File: src/rtl/nim_sum_ctrl.sv
// Nim-sum controller: accumulates the XOR of all piles bit-serially through one shared
// external 1-bit adder, then scans the piles for the lowest-index winning move.
module nim_sum_ctrl #(
    parameter int unsigned NUM_PILES = 4,
    parameter int unsigned PILE_W    = 4
) (
    input  logic                          clk,
    input  logic                          rst_n,
    input  logic                          start,
    input  logic [NUM_PILES*PILE_W-1:0]   piles,
    output logic                          add_x,
    output logic                          add_y,
    input  logic                          add_sum,
    output logic                          busy,
    output logic                          done,
    output logic [PILE_W-1:0]             nim_sum,
    output logic                          winning,
    output logic [$clog2(NUM_PILES)-1:0]  move_pile,
    output logic [PILE_W-1:0]             move_new
);
    localparam int unsigned PIW = $clog2(NUM_PILES);
    localparam int unsigned BW  = (PILE_W > 1) ? $clog2(PILE_W) : 1;
    localparam logic [PIW-1:0] LAST_P = PIW'(NUM_PILES - 1);
    localparam logic [BW-1:0]  LAST_B = BW'(PILE_W - 1);

    typedef enum logic [1:0] {IDLE, ACCUM, SEARCH, DONE} state_e;

    state_e                              state_q, state_d;
    logic [NUM_PILES-1:0][PILE_W-1:0]    snap_q, snap_d;
    logic [PILE_W-1:0]                   acc_q, acc_d;
    logic [BW-1:0]                       b_q, b_d;
    logic [PIW-1:0]                      p_q, p_d;
    logic [PIW-1:0]                      q_q, q_d;
    logic                                found_q, found_d;
    logic [PILE_W-1:0]                   nim_q, nim_d;
    logic                                win_q, win_d;
    logic [PIW-1:0]                      mp_q, mp_d;
    logic [PILE_W-1:0]                   mn_q, mn_d;
    logic                                busy_q, busy_d;
    logic                                done_q, done_d;
    logic                                add_x_q, add_x_d;
    logic                                add_y_q, add_y_d;
    logic [PILE_W-1:0]                   msb_mask;

    // One-hot of the most significant set bit of the nim-sum (zero when nim-sum is zero)
    always_comb begin
        msb_mask = '0;
        for (int i = 0; i < int'(PILE_W); i++) begin
            if (nim_q[i]) begin
                msb_mask    = '0;
                msb_mask[i] = 1'b1;
            end
        end
    end

    always_ff @(posedge clk) begin
        if (!rst_n) begin
            state_q <= IDLE;
            snap_q  <= '0;
            acc_q   <= '0;
            b_q     <= '0;
            p_q     <= '0;
            q_q     <= '0;
            found_q <= 1'b0;
            nim_q   <= '0;
            win_q   <= 1'b0;
            mp_q    <= '0;
            mn_q    <= '0;
            busy_q  <= 1'b0;
            done_q  <= 1'b0;
            add_x_q <= 1'b0;
            add_y_q <= 1'b0;
        end else begin
            state_q <= state_d;
            snap_q  <= snap_d;
            acc_q   <= acc_d;
            b_q     <= b_d;
            p_q     <= p_d;
            q_q     <= q_d;
            found_q <= found_d;
            nim_q   <= nim_d;
            win_q   <= win_d;
            mp_q    <= mp_d;
            mn_q    <= mn_d;
            busy_q  <= busy_d;
            done_q  <= done_d;
            add_x_q <= add_x_d;
            add_y_q <= add_y_d;
        end
    end

    always_comb begin
        state_d = state_q;
        snap_d  = snap_q;
        acc_d   = acc_q;
        b_d     = b_q;
        p_d     = p_q;
        q_d     = q_q;
        found_d = found_q;
        nim_d   = nim_q;
        win_d   = win_q;
        mp_d    = mp_q;
        mn_d    = mn_q;

        case (state_q)
            IDLE: begin
                if (start) begin
                    snap_d  = piles;
                    acc_d   = piles[PILE_W-1:0];
                    b_d     = '0;
                    p_d     = PIW'(1);
                    found_d = 1'b0;
                    state_d = ACCUM;
                end
            end
            ACCUM: begin
                acc_d[b_q] = add_sum;
                if (p_q == LAST_P) begin
                    p_d = PIW'(1);
                    if (b_q == LAST_B) begin
                        nim_d   = acc_d;
                        win_d   = |acc_d;
                        mp_d    = '0;
                        mn_d    = '0;
                        q_d     = '0;
                        state_d = SEARCH;
                    end else begin
                        b_d = BW'(b_q + BW'(1));
                    end
                end else begin
                    p_d = PIW'(p_q + PIW'(1));
                end
            end
            SEARCH: begin
                if (!found_q && (|(snap_q[q_q] & msb_mask))) begin
                    found_d = 1'b1;
                    mp_d    = q_q;
                    mn_d    = snap_q[q_q] ^ nim_q;
                end
                if (q_q == LAST_P) begin
                    state_d = DONE;
                end else begin
                    q_d = PIW'(q_q + PIW'(1));
                end
            end
            DONE: begin
                state_d = IDLE;
            end
            default: begin
                state_d = IDLE;
            end
        endcase

        busy_d = (state_d != IDLE);
        done_d = (state_d == DONE);
        // Operands are pre-registered for the upcoming ACCUM cycle so the adder sees clean flops
        add_x_d = (state_d == ACCUM) ? acc_d[b_d] : 1'b0;
        add_y_d = (state_d == ACCUM) ? snap_d[p_d][b_d] : 1'b0;
    end

    assign add_x     = add_x_q;
    assign add_y     = add_y_q;
    assign busy      = busy_q;
    assign done      = done_q;
    assign nim_sum   = nim_q;
    assign winning   = win_q;
    assign move_pile = mp_q;
    assign move_new  = mn_q;
endmodule
File: config.mk
export PLATFORM = sky130hd
export DESIGN_NAME = nim_sum_ctrl
export DESIGN_NICKNAME = d
export VERILOG_FILES = /design/src/rtl/nim_sum_ctrl.sv
export SDC_FILE = /design/constraint.sdc
export NUM_CORES = 1
export LEC_CHECK = 0
export ABC_AREA = 1
export BUFFER_PORTS_ARGS = -buffer_cell sky130_fd_sc_hd__buf_2
export CAP_MARGIN = 25
export CORE_MARGIN = 2
export CORE_UTILIZATION = 25
export DETAILED_ROUTE_END_ITERATION = 8
export PLACE_DENSITY = 0.49
export SLEW_MARGIN = 5
export SYNTH_ARGS = -nofsm -noshare
export SYNTH_HDL_FRONTEND = slang
export SYNTH_SLANG_ARGS = --single-unit
File: constraint.sdc
create_clock -name clk -period 2.6 [get_ports clk]
set_input_delay 0.39 -clock clk [delete_from_list [all_inputs] [get_ports clk]]
set_output_delay 0.39 -clock clk [all_outputs]
set_load 0.02 [all_outputs]
* After elaboration in Yosys (flattened, before gate mapping) *
Cells that the tools add are included.

storage, ports and cells
  register bits after elaboration = 44
  input port bits = 20
  word-level logic and storage cells = 99

cells by class
  add/sub/neg operators = 3
  $lt $le $gt $ge = 5
  eq/ne operators = 13
  mux-type cells = 44
  bitwise gates (word level) = 2
  reductions and logical operators = 14

operators by type and width
  operator               number
  $mux W4                9
  $mux W16               2
  $mux W2                13
  $bmux W4 S2            2
  $pmux W2 S2            4
  $pmux W4 S2            2
  $eq A2 B2 Y1 const B   6
  $lt A2 B3 Y1 const B   4
  $ne A2 B2 Y1 const B   5
  $pmux W2 S4            1
  $reduce_and A4 Y1      2
  $reduce_or A4 Y1       2
  $add A2 B1 Y2 const B  3
  $mux W1                6
  $reduce_and A3 Y1      2
  $reduce_bool A2 Y1     3
  $and A4 B4 Y4          1
  $bmux W1 S2            2
  $bwmux W4              1
  $eq A2 B1 Y1 const B   2
  $xor A4 B4 Y4          1
  $demux W1 S2           1
  $ge A2 B1 Y1 const B   1
  $logic_and A1 B1 Y1    2
  other kinds (4)        4

* Longest topological paths before layout *
Gate-level depths: netlist of the first run.

  depth after elaboration = 9
  depth in mapped cells = 14
  depth with buffers taken out = 12

* Worst setup path after synthesis of the first run *
OpenSTA, ideal clock, no wires.

  kind = register to register
  start = reg q_q[0]
  end = reg mn_q[1] (netlist: move_new[1])
  setup time = 0.113 ns
  data arrival time = 1.649 ns
  path slack = 0.838 ns
  stages on the path, launching flop included = 13
  clock period less this slack = 1.762 ns
  cells stage by stage = dfxtp_1 > buf_6 > inv_4 > buf_6 > o21ai_0 > a21oi_1 > a21oi_1 > ha_1 > o21bai_2 > o21ai_4 > nand2_4 > nor2_1 > nor2_1

between the ends
  word-level cells in the longest chain between the ends = 7
  elaborated cells between the ends (all ways) = 10
  those cells by class = eq/ne (1); mux (4); bitwise (2); reduce/logical (3)

RTL lines
  item                                line      RTL
  from (decl)                         33        logic [PIW-1:0] q_q, q_d;
  from (signal assigned)              79        q_q <= q_d;
  $bmux W4 S2 (*)                     135, 138
  $mux W4 (not written as such) (*)   135, 138
  $and A4 B4 Y4                       135       if (!found_q && (|(snap_q[q_q] & msb_mask))) begin
  $reduce_or A4 Y1                    135
  $logic_and A1 B1 Y1                 135
  $ne A2 B2 Y1 (no source line)       --
  $reduce_and A4 Y1 (no source line)  --
  to (signal assigned)                84        mn_q <= mn_d;
  to (decl)                           38        logic [PILE_W-1:0] mn_q, mn_d;

Mark *: on every way between the ends. The rest lies on a longest branch, timed or not. The select of a mux whose other input is x is not followed.
A chain may end at the register's enable or synchronous reset.

* Worst setup path in the final report of the first run *
Ends and elaborated chain as after synthesis.

==> metrics.md, run 1 <==
| Metric | Value |
|---|---|
| Final Routed Wirelength | ~6600 um |
| Synthesized Nets | between 300 and 400 |
| Dominant cells by area after synthesis | sky130_fd_sc_hd__dfxtp_1 36%, sky130_fd_sc_hd__nand2_1 13%, sky130_fd_sc_hd__nor2_1 8.1% |
| Critical Path Sink | move_new[1] |
| Clk Latency, worst-skew pair | 0.30 ns |
| Netlist area before placement | about 0.0025 mm^2 |
| Largest net degree at the start of global routing | 19 |
| Share of total power in combinational logic | 0.175 |
| Crit. Startpoint | q_q[0] |
| Number of nets in the final layout | 421 |
| All-Layer GR Usage | 0.133 |
| Endpoint kind of the worst setup timing path | flip-flop |
| Slowest stage cell on the critical path | sky130_fd_sc_hd__dfxtp_1 |
| Cells traversed along the worst timing path | inv_4 -> a21oi_1 -> a21oi_1 -> ha_1 -> o21bai_2 -> o21ai_4 -> nand2_4 -> nand2_1 -> nand2_1 -> nor2_1 |
| Aggregate global routing overflow | 0 |
| Via count | about 2400 |
| Max-cap violation count | 0 |
| Slew margin rel. | 0.621 |
| Type of the tightest min-delay check | in2reg |
| Clock transition at the registers of the reported paths | 0.09 ns |
| Post CTS Setup Buffer Count | 0 |
| Most common cell in the netlist | sky130_fd_sc_hd__nand2_1 |
| Die extent in y | 103 um |
| Leading area contributor after synthesis | sky130_fd_sc_hd__dfxtp_1 |
| Synthesis-stage register bit count | 44 |
| Total count of max-transition violations in the final report | 0 |
| Sequential power share | 0.505 |
| NetSw | 0.000432 W |
| Routed length on met3 | around 290 um |
| Switching portion of total power | 0.299 |
| Diode insertion count for antenna repair | 0 |
| Transition at the pin with the smallest max-transition slack | approximately 0.57 ns |
| Number of port buffers | 34 |
| Maximum vdd ir drop | 0.181 mV |
| Largest stage delay on the critical path | slightly below 0.6 ns |
| Mapped Cells | between 300 and 400 |
| Total die area | 0.0106 mm^2 |
| DRC violations left | 0 |
| Cell variety after synth | 35 |
| Clk network pwr share | 0.319 |
| X dimension of the die | between 100 and 150 um |
| Commonest cells post-synth | 88 x sky130_fd_sc_hd__nand2_1, 53 x sky130_fd_sc_hd__nor2_1, 44 x sky130_fd_sc_hd__dfxtp_1, 42 x sky130_fd_sc_hd__inv_1, 32 x sky130_fd_sc_hd__nand3_1 |
| Clock tree root buffer cell | sky130_fd_sc_hd__clkbuf_8 |
| Final number of setup-violating endpoints | 0 |
| Run status | completed |
| Site Rows | 36 |
| Growth of design area from synthesis to finish | 15.7% |
| Top-level I/O count | 35 |
| Clock tree from TritonCTS | yes |
| Highest net fanout along the worst path | 11 |
| TritonCTS buffer count | 5 |
| R2r endpoint | move_new[1] |
| Final ANT Viol Nets | 0 |
| Highest signal layer in the routed design | met4 |
| Number of clock sinks | 44 |
| CP Launch Type | flip-flop |
| Max H-tree Level | 2 |
| Clock skew after layout | between 0.01 and 0.015 ns |
| Number of antenna violations at the first check in global routing | 0 |
| PD cells | ~510 mW/mm^2 |
| Pleak | between 1 and 1.5 nW |
| CTS-repair resized insts | 0 |
| Commonest register cell after synthesis | sky130_fd_sc_hd__dfxtp_1 |
| Drt first-iter violations | 97 |
| Data required time at the worst endpoint | around 2.9 ns |
| Routed len/inst | 12.4 um |
| DRT Pass-1 Iters | 5 |
| First-pass GRT wire length | 11000 um |
| Async SR Flop Fraction | 0 |
| Syn Area/Cell | 6.74 um^2 |
| Final count of hold timing violations | 0 |
| Number of cells on the worst reg-to-reg path | 10 |
| Fraction of final layout cells with drive strength greater than 1 | 0.198 |
| Final weighted congestion of routability-driven global placement | ~0.83 |
| Share of the yosys chip area belonging to registers | 0.359 |
| Unrepaired setup endpoints after global routing | false |
| Number of global-route vias before repair | roughly 2300 |
| Number of buffers added to fix hold violations after cts | 0 |
| Final worst path period share | 0.759 |
| Synth top area share | 0.359 |
| Met1 Wirelength | approximately 3100 um |
| Time the worst path needs with I/O delays and setup | approximately 2 ns |
| Count of flip-flops with a built-in enable after synthesis | 0 |
| Starting density of the core | 0.255 |
| End-of-flow core utilization | 0.294 |
| Highest attainable clock frequency | approximately 0.51 GHz |
| Endpoint arrival time on the critical path | approximately 2.2 ns |
| Sum of net half-perimeters after detailed placement | between 5000 and 6000 um |
| Core region area | slightly below 0.01 mm^2 |
| CTS max path bufs | 2 |
| Kind of critical path | reg2reg |
| Setup TNS | 0 ns |
| Number of synthesis warnings | 0 |
| Vias per Instance | approximately 4.4 |
| Startpoint of the worst-slack reg-to-reg timing path | q_q[0] |
| Setup slack of the worst register-to-register path | about 0.63 ns |
| Met2 layer wire length in the routed design | between 3000 and 4000 um |
| Internal power | between 0.001 and 0.0015 W |
worst max-delay path, delay by kind of cell (launching register included):
| family | cells | cell delay (ns) |
|---|---|---|
| compound gates | 4 | 0.74 |
| fa+ha+maj | 1 | 0.18 |
| buf+inv | 1 | 0.13 |
| flops | 1 | 0.59 |
| simple gates | 4 | 0.28 |
cells by family after synthesis:
kind of cell / after synthesis / synth area share
fa+ha+maj: 4 / 0.0204
compound gates: 47 / 0.124
flops: 44 / 0.359
buf+inv: 58 / 0.101
simple gates: 211 / 0.395
cell usage in the layout, fill, tap and decap left out, types with 2 or more instances in the layout:
cell type,instances
sky130_fd_sc_hd__nand3b_1,13
sky130_fd_sc_hd__nand2_2,12
sky130_fd_sc_hd__nand2_4,2
sky130_fd_sc_hd__a211oi_1,3
sky130_fd_sc_hd__o211ai_1,4
sky130_fd_sc_hd__buf_4,3
sky130_fd_sc_hd__nand3_1,32
sky130_fd_sc_hd__inv_1,42
sky130_fd_sc_hd__nor3_1,2
sky130_fd_sc_hd__dfxtp_1,44
sky130_fd_sc_hd__clkbuf_8,6
sky130_fd_sc_hd__o21ai_1,4
sky130_fd_sc_hd__nor2_1,53
sky130_fd_sc_hd__nor2_2,3
sky130_fd_sc_hd__o21ai_2,3
sky130_fd_sc_hd__o21ai_0,9
sky130_fd_sc_hd__or2_2,3
sky130_fd_sc_hd__ha_1,4
sky130_fd_sc_hd__inv_2,4
sky130_fd_sc_hd__buf_2,34
sky130_fd_sc_hd__a21oi_1,16
sky130_fd_sc_hd__nand2_1,88
how the worst min path moves through the flow:
stage,from,endpoint,slack [ns],depth (start not counted)
5_1_grt,piles[7],snap_q[7],0.42,3
4_1_cts,piles[7],snap_q[7],0.40,3
3_5_place_dp,found_q,found_q,0.46,2
2_1_floorplan,found_q,found_q,0.44,2
6_report,rst_n,move_new[2],0.42,3
3_3_place_gp,found_q,found_q,0.45,2
power groups by stage:
stage	clock [W]	sequential (W)	combinational (W)
6_report	0.000461	0.000730	0.000253
5_1_grt	0.000507	0.000733	0.000290
4_1_cts	0.000473	0.000730	0.000255
3_5_place_dp	0	0.000745	0.000254
3_3_place_gp	0	0.000745	0.000253
2_1_floorplan	0	0.000743	0.000179
state kept, by name, indices dropped and copies added, names as in the netlist:
register and cells:
nim_sum 4, b_q 2, found_q 1, acc_q 4, move_pile 2, snap_q 16
winning 1, move_new 4, done 1, add_x 1, busy 1, add_y 1
p_q 2, state_q 2, q_q 2
through the flow:
step	setup WS (ns)	std cells	total power [W]	hold slack, ns	instance area (um^2)
final	0.628	531	0.00144	0.416	2840
after detailed placement	0.620	523	0.000999	0.460	2740
after global placement	0.640	523	0.000998	0.455	2740
after global routing	0.438	531	0.00153	0.418	2840
after CTS	0.595	531	0.00146	0.401	2840
after floorplan	0.838	364	0.000922	0.445	2450
routing by layer:
metal / up-vias / global-route usage
met1: 1072 / 0.174
met4: 0 / 0.0476
met3: 9 / 0.0237
met2: 47 / 0.221
li1: 1223 / -
met5: - / 0
cell type report:
cell class,count,area (um^2)
clock inverter,1,7.51
multi-input combinational,262,1330
sequential,44,881
inverter,47,179
timing repair buffer,37,193
fill,1099,6800
tap,133,166
clock buffer,7,86.3
No activity file was read; power rests on OpenSTA's default activity.
==> run 2: changes to the inputs <==
--- a/config.mk
+++ b/config.mk
@@ -5,13 +5,13 @@
 export SDC_FILE = /design/constraint.sdc
 export NUM_CORES = 1
 export LEC_CHECK = 0
-export ABC_AREA = 1
+export ABC_AREA = 0
 export BUFFER_PORTS_ARGS = -buffer_cell sky130_fd_sc_hd__buf_2
 export CAP_MARGIN = 25
 export CORE_MARGIN = 2
 export CORE_UTILIZATION = 25
 export DETAILED_ROUTE_END_ITERATION = 8
-export PLACE_DENSITY = 0.49
+export PLACE_DENSITY = 0.51
 export SLEW_MARGIN = 5
 export SYNTH_ARGS = -nofsm -noshare
 export SYNTH_HDL_FRONTEND = slang
==> constraint.sdc (replaced) <==
create_clock -name clk -period 1.8 [get_ports clk]
set_input_delay 0.27 -clock clk [delete_from_list [all_inputs] [get_ports clk]]
set_output_delay 0.27 -clock clk [all_outputs]
set_load 0.02 [all_outputs]
==> metrics.md, run 2 <==
| Metric | Value |
|---|---|
| Run status | completed |
| Clk Latency, worst-skew pair | ~0.30 ns |
| DRC violations left | 0 |
| Diode insertion count for antenna repair | 0 |
| TritonCTS buffer count | 5 |
| Dominant cells by area after synthesis | sky130_fd_sc_hd__dfxtp_1 39%, sky130_fd_sc_hd__nand2_1 10%, sky130_fd_sc_hd__a21boi_0 6.6% |
| Sum of net half-perimeters after detailed placement | approximately 4800 um |
| Leading cell type in the layout, fill and taps excluded | sky130_fd_sc_hd__nand2_1 |
| Placed cell areas | between 0.002 and 0.003 mm^2 |
| Final worst path period share | 0.960 |
| Share of the yosys chip area belonging to registers | 0.389 |
| Growth of design area from synthesis to finish | 31.2% |
| Number of synthesis warnings | 0 |
| Fraction of final layout cells with drive strength greater than 1 | 0.337 |
| Clk network pwr share | 0.318 |
| CP Launch Type | flip-flop |
| Number of clock sinks | between 40 and 50 |
| Starting density of the core | 0.258 |
| Final number of setup-violating endpoints | 0 |
| Largest net degree at the start of global routing | 22 |
| Sequential power share | 0.506 |
| Number of port buffers | 34 |
| Number of buffers added to fix hold violations after cts | 0 |
| Max H-tree Level | 2 |
| Commonest register cell after synthesis | sky130_fd_sc_hd__dfxtp_1 |
| Cells traversed along the worst timing path | and2b_2 -> o2bb2ai_2 -> buf_4 -> or3_1 -> o211ai_1 -> a41o_1 -> a311oi_2 |
| Crit. Startpoint | state_q[1] |
| Most common cell in the netlist | sky130_fd_sc_hd__nand2_1 |
| Highest net fanout along the worst path | 8 |
| Total count of max-transition violations in the final report | 0 |
| Clock tree from TritonCTS | yes |
| Clock transition at the registers of the reported paths | about 0.090 ns |
| Leading cell types in the layout, fill and taps excluded | 61 x sky130_fd_sc_hd__nand2_1, 41 x sky130_fd_sc_hd__buf_4, 38 x sky130_fd_sc_hd__dfxtp_1, 34 x sky130_fd_sc_hd__buf_2, 20 x sky130_fd_sc_hd__a21boi_0 |
| Register with the highest flop count | snap_q |
| Count of flip-flops with a built-in enable after synthesis | 0 |
| Mapped Cells | about 270 |
| Aggregate global routing overflow | 0 |
| Number of antenna violations at the first check in global routing | 0 |
| Synthesized Nets | 289 |
| Highest attainable clock frequency | slightly below 0.6 GHz |
| Type of the tightest min-delay check | in2reg |
| Async SR Flop Fraction | 0 |
| Final Cell Area | just under 0.003 mm^2 |
| Routed len/inst | approximately 14 um |
| Slowest stage cell on the critical path | sky130_fd_sc_hd__dfxtp_4 |
| Slew margin rel. | 0.620 |
| Drt first-iter violations | 101 |
| Largest register FFs | 16 |
| Switching portion of total power | 0.272 |
| Data required time at the worst endpoint | 1.97 ns |
| Maximum vdd ir drop | 0.306 mV |
| Endpoint kind of the worst setup timing path | flip-flop |
| Kind of critical path | reg2reg |
| X dimension of the die | 99.2 um |
| Netlist area before placement | roughly 0.0023 mm^2 |
| Vias per Instance | ~4.8 |
| PD cells | slightly below 700 mW/mm^2 |
| Transition at the pin with the smallest max-transition slack | approximately 0.56 ns |
| Final ANT Viol Nets | 0 |
| Clock tree root buffer cell | sky130_fd_sc_hd__clkbuf_8 |
| Cell variety after synth | 53 |
| Kind of cell adding the most delay to the critical path | simple AND/OR/NAND/NOR gates |
| Final Routed Wirelength | between 6000 and 7000 um |
| Number of nets in the final layout | about 360 |
| Endpoint arrival time on the critical path | between 1.5 and 2 ns |
| Number of buffer and inverter instances along the worst setup path | 1 |
| Internal power | between 0.0015 and 0.002 W |
| Site Rows | 34 |
| All-Layer GR Usage | 0.133 |
| Share of total power in combinational logic | 0.177 |
| Hold slack | 0.215 ns |
| Total die area | between 0.009 and 0.01 mm^2 |
| Unrepaired setup endpoints after global routing | true |
| Top-level I/O count | 35 |
| Core region area | ~0.0088 mm^2 |
| Synth top area share | 0.389 |
| First-pass GRT wire length | 10600 um |
| Commonest cells post-synth | 61 x sky130_fd_sc_hd__nand2_1, 44 x sky130_fd_sc_hd__dfxtp_1, 20 x sky130_fd_sc_hd__a21boi_0, 14 x sky130_fd_sc_hd__nor2_1 |
| Syn Area/Cell | between 8 and 9 um^2 |
| NetSw | about 0.00056 W |
| Die extent in y | 99.2 um |
| CTS max path bufs | 2 |
| Pleak | between 1 and 1.5 nW |
| Max-cap violation count | 0 |
| DRT Pass-1 Iters | 4 |
| Synthesis-stage register bit count | 44 |
| Time the worst path needs with I/O delays and setup | 1.73 ns |
| Post CTS Setup Buffer Count | 0 |
| Final weighted congestion of routability-driven global placement | a little under 0.9 |
| Final count of hold timing violations | 0 |
| Hold Crit Start | piles[9] |
| Leading area contributor after synthesis | sky130_fd_sc_hd__dfxtp_1 |
| Via count | about 2100 |
| Clock skew after layout | between 0.005 and 0.006 ns |
| Setup slack of the worst register-to-register path | between 0.07 and 0.08 ns |
| Startpoint of the worst-slack reg-to-reg timing path | state_q[1] |
| Number of global-route vias before repair | between 2000 and 2500 |
| Largest stage delay on the critical path | around 0.4 ns |
[run 2: layout make-up]
cell class / instances / area, um^2
Fill cell: 944 / 5790
Multi-Input combinational cell: 205 / 1360
Sequential cell: 44 / 893
Timing Repair Buffer: 75 / 478
Tap cell: 108 / 135
Clock buffer: 8 / 90.1
Inverter: 3 / 11.3
[run 2: worst register-to-register path, stage by stage, from the launching register on]
cell and delay (ns):
sky130_fd_sc_hd__dfxtp_4 0.40, sky130_fd_sc_hd__and2b_2 0.26, sky130_fd_sc_hd__o2bb2ai_2 0.14, sky130_fd_sc_hd__buf_4 0.16, sky130_fd_sc_hd__or3_1 0.30, sky130_fd_sc_hd__o211ai_1 0.10
sky130_fd_sc_hd__a41o_1 0.20, sky130_fd_sc_hd__a311oi_2 0.04
[run 2: timing repair]
| action | 4_1_cts | 5_1_grt |
|---|---|---|
| cloned | 0 | 1 |
| endpoints found under the setup margin | 9 | 11 |
| endpoints found under the hold margin | 0 | 0 |
| pin swaps | 0 | 4 |
| resized for setup | 3 | 18 |
[run 2: kinds of logic (layout without fill, tap and decap cells)]
family,Yosys count,after routing,share of synthesized area
AOI/OAI and AO/OA,76,76,0.259
DFF,44,44,0.389
xor gates and xnor gates,3,3,0.0116
muxes,8,8,0.0575
adders and majority gates,4,4,0.0221
and+or+nand+nor,113,114,0.229
buffers and inverters,17,86,0.0326
[run 2: metal layers]
metal | GRT usage | vias up | share of wire
li1 | - | 1077 | -
met1 | 0.184 | 982 | 0.49
met4 | 0.0337 | 0 | 0.014
met2 | 0.212 | 40 | 0.46
met3 | 0.0295 | 10 | 0.036
met5 | 0 | - | 0
[run 2: worst paths after layout]
check                           cells past startpoint        end
worst min register to register                      2    winning
worst max register to register                      7      add_y
worst max-delay path                                7      add_y
worst min-delay path                                3  snap_q[9]
[run 2: power groups by stage]
stage | clock (W) | combinational [W] | sequential [W]
6_report | 0.000655 | 0.000364 | 0.00104
5_1_grt | 0.000714 | 0.000404 | 0.00105
4_1_cts | 0.000679 | 0.000357 | 0.00105
3_5_place_dp | 0 | 0.000355 | 0.00107
3_3_place_gp | 0 | 0.000356 | 0.00107
2_1_floorplan | 0 | 0.000207 | 0.00107
[run 2: stage by stage]
stage	setup WS (ns)	std cells	TNS [ns]	total power, W	util
3_5_place_dp	-0.0919	434	-0.622	0.00142	0.321
3_3_place_gp	-0.0804	434	-0.518	0.00142	0.321
5_1_grt	-0.0641	443	-0.169	0.00217	0.339
4_1_cts	0.00812	442	0	0.00208	0.333
2_1_floorplan	0.0275	265	0	0.00127	-
6_report	0.0718	443	0	0.00206	0.339
==> run 3: changes to the inputs <==
--- a/config.mk
+++ b/config.mk
@@ -12,6 +12,7 @@
 export CORE_UTILIZATION = 25
 export DETAILED_ROUTE_END_ITERATION = 8
 export PLACE_DENSITY = 0.51
+export SETUP_SLACK_MARGIN = 0.02
 export SLEW_MARGIN = 5
 export SYNTH_ARGS = -nofsm -noshare
 export SYNTH_HDL_FRONTEND = slang
==> constraint.sdc (replaced) <==
create_clock -name clk -period 1.8 [get_ports clk]
set_input_delay 0.27 -clock clk [delete_from_list [all_inputs] [get_ports clk]]
set_output_delay 0.27 -clock clk [all_outputs]
set_load 0.005 [all_outputs]
==> metrics.md, run 3 (synthesis results as in run 2) <==
| Metric | Value |
|---|---|
| Run status | completed |
| CTS max path bufs | 2 |
| PD cells | ~670 mW/mm^2 |
| Switching portion of total power | 0.271 |
| NetSw | approximately 0.00056 W |
| Die extent in y | a little under 100 um |
| Number of nets in the final layout | 359 |
| Met2 GRT Util | 0.212 |
| Starting density of the core | 0.258 |
| Aggregate global routing overflow | 0 |
| Final number of setup-violating endpoints | 0 |
| Total count of max-transition violations in the final report | 0 |
| DRC violations left | 0 |
| Endpoint kind of the worst setup timing path | flip-flop |
| Highest net fanout along the worst path | 7 |
| Max-cap violation count | 0 |
| Number of antenna violations at the first check in global routing | 0 |
| Clock tree root buffer cell | sky130_fd_sc_hd__clkbuf_8 |
| Share of total power in combinational logic | 0.178 |
| First-pass GRT wire length | roughly 11000 um |
| Sequential power share | 0.505 |
| Leading cell types in the layout, fill and taps excluded | 61 x sky130_fd_sc_hd__nand2_1, 40 x sky130_fd_sc_hd__buf_4, 37 x sky130_fd_sc_hd__dfxtp_1, 34 x sky130_fd_sc_hd__buf_2, 20 x sky130_fd_sc_hd__a21boi_0 |
| Vias per Instance | approximately 4.8 |
| Kind of critical path | reg2reg |
| Type of the tightest min-delay check | in2reg |
| Clock transition at the registers of the reported paths | ~0.09 ns |
| Number of port buffers | 34 |
| Total die area | ~0.01 mm^2 |
| Time the worst path needs with I/O delays and setup | approximately 1.8 ns |
| Clk network pwr share | 0.317 |
| Register with the highest flop count | snap_q |
| Number of clock sinks | 44 |
| Sum of net half-perimeters after detailed placement | approximately 4800 um |
| Site Rows | 34 |
| Hold slack | approximately 0.22 ns |
| Setup TNS | 0 ns |
| DRT Pass-1 Iters | 4 |
| All-Layer GR Usage | 0.133 |
| Transition at the pin with the smallest max-transition slack | between 0.5 and 0.6 ns |
| Clk Latency, worst-skew pair | approximately 0.29 ns |
| Internal power | 0.00150 W |
| Met3 Resource Use GR | 0.0295 |
| Top-level I/O count | 35 |
| Global-route layer with the greatest usage | met2 |
| Clock skew after layout | between 0.005 and 0.006 ns |
| Diode insertion count for antenna repair | 0 |
| Met1 Usage GRT | 0.184 |
| Routed len/inst | between 10 and 15 um |
| Clock tree from TritonCTS | yes |
| Final Routed Wirelength | approximately 6400 um |
| X dimension of the die | about 100 um |
| Final worst path period share | 0.974 |
| Data required time at the worst endpoint | a little over 2 ns |
| Fraction of final layout cells with drive strength greater than 1 | 0.378 |
| Pleak | around 1.4 nW |
| Final count of hold timing violations | 0 |
| Final weighted congestion of routability-driven global placement | approximately 0.87 |
| TritonCTS buffer count | 5 |
| Growth of design area from synthesis to finish | 36.2% |
| Largest net degree at the start of global routing | 22 |
| Endpoint arrival time on the critical path | approximately 2.0 ns |
| Core region area | 0.00876 mm^2 |
| CP Launch Type | flip-flop |
| Via count | 2127 |
| Max H-tree Level | 2 |
| Largest register FFs | 16 |
| Number of buffers added to fix hold violations after cts | 0 |
| Leading cell type in the layout, fill and taps excluded | sky130_fd_sc_hd__nand2_1 |
| Maximum vdd ir drop | roughly 0.30 mV |
| Final ANT Viol Nets | 0 |
| Slew margin rel. | 0.640 |
| Number of global-route vias before repair | between 2000 and 2500 |
| Highest attainable clock frequency | 0.570 GHz |
| Unrepaired setup endpoints after global routing | true |
| Drt first-iter violations | 68 |
## run 3: changes by cell type in the layout (fill, tap and decap cells not counted), moves of 2 or more
cell	before	now
sky130_fd_sc_hd__nand3_1	9	2
sky130_fd_sc_hd__nand3_2	0	7
sky130_fd_sc_hd__o21ai_0	10	4
sky130_fd_sc_hd__o21ai_1	2	6
sky130_fd_sc_hd__buf_6	0	2
## run 3: final timing paths
| kind | from | end | slack (ns) | cells after the start |
|---|---|---|---|---|
| max | q_q[0] | move_pile[0] | 0.05 | 7 |
| min | piles[9] | snap_q[9] | 0.22 | 3 |
| max reg2reg | q_q[0] | move_pile[0] | 0.05 | 7 |
| min reg2reg | winning | winning | 0.47 | 2 |
## run 3: cell type report
cell class | count | area (um^2)
Sequential cell | 44 | 895
Timing Repair Buffer | 76 | 493
Tap cell | 108 | 135
Clock buffer | 8 | 90.1
Multi-Input combinational cell | 205 | 1460
Fill cell | 937 | 5680
Inverter | 3 | 11.3
## run 3: stage by stage
step                      std cells  cell area (um^2)  power, W  utilization  worst slack, ns
after CTS                       442              2920   0.00207        0.333           0.0331
after floorplan                 265              2270   0.00127            -           0.0383
after detailed placement        434              2820   0.00142        0.321          -0.0919
after global routing            444              3080   0.00217        0.352          -0.0547
after global placement          434              2820   0.00142        0.321          -0.0804
final                           444              3080   0.00206        0.352           0.0461
## run 3: power by group through the flow
| stage | logic (W) | clock network (W) | registers, W |
|---|---|---|---|
| floorplan | 0.000207 | 0 | 0.00106 |
| global placement | 0.000350 | 0 | 0.00107 |
| detailed placement | 0.000349 | 0 | 0.00107 |
| CTS | 0.000351 | 0.000679 | 0.00105 |
| global route | 0.000408 | 0.000714 | 0.00105 |
| finish | 0.000368 | 0.000653 | 0.00104 |
## run 3: critical path: stages (launching register included)
cell and delay [ns]:
sky130_fd_sc_hd__dfxtp_4 0.40, sky130_fd_sc_hd__mux4_2 0.54, sky130_fd_sc_hd__ha_4 0.19, sky130_fd_sc_hd__a21oi_4 0.13, sky130_fd_sc_hd__o21ai_4 0.09, sky130_fd_sc_hd__nand3b_4 0.15, sky130_fd_sc_hd__nand3_2 0.07, sky130_fd_sc_hd__o21ai_1 0.10
## run 3: repair_timing
| action | in CTS | in global routing |
|---|---|---|
| endpoints found under the setup margin | 9 | 11 |
| cloned | 0 | 1 |
| resized for setup | 4 | 42 |
| pin swaps | 0 | 16 |
| buffers inserted | 0 | 1 |
## run 3: per-layer routing
metal / vias up / part of all wire
li1: 1084 / -
met1: 990 / 0.49
met2: 44 / 0.46
met3: 9 / 0.036
met4: 0 / 0.013
met5: - / 0
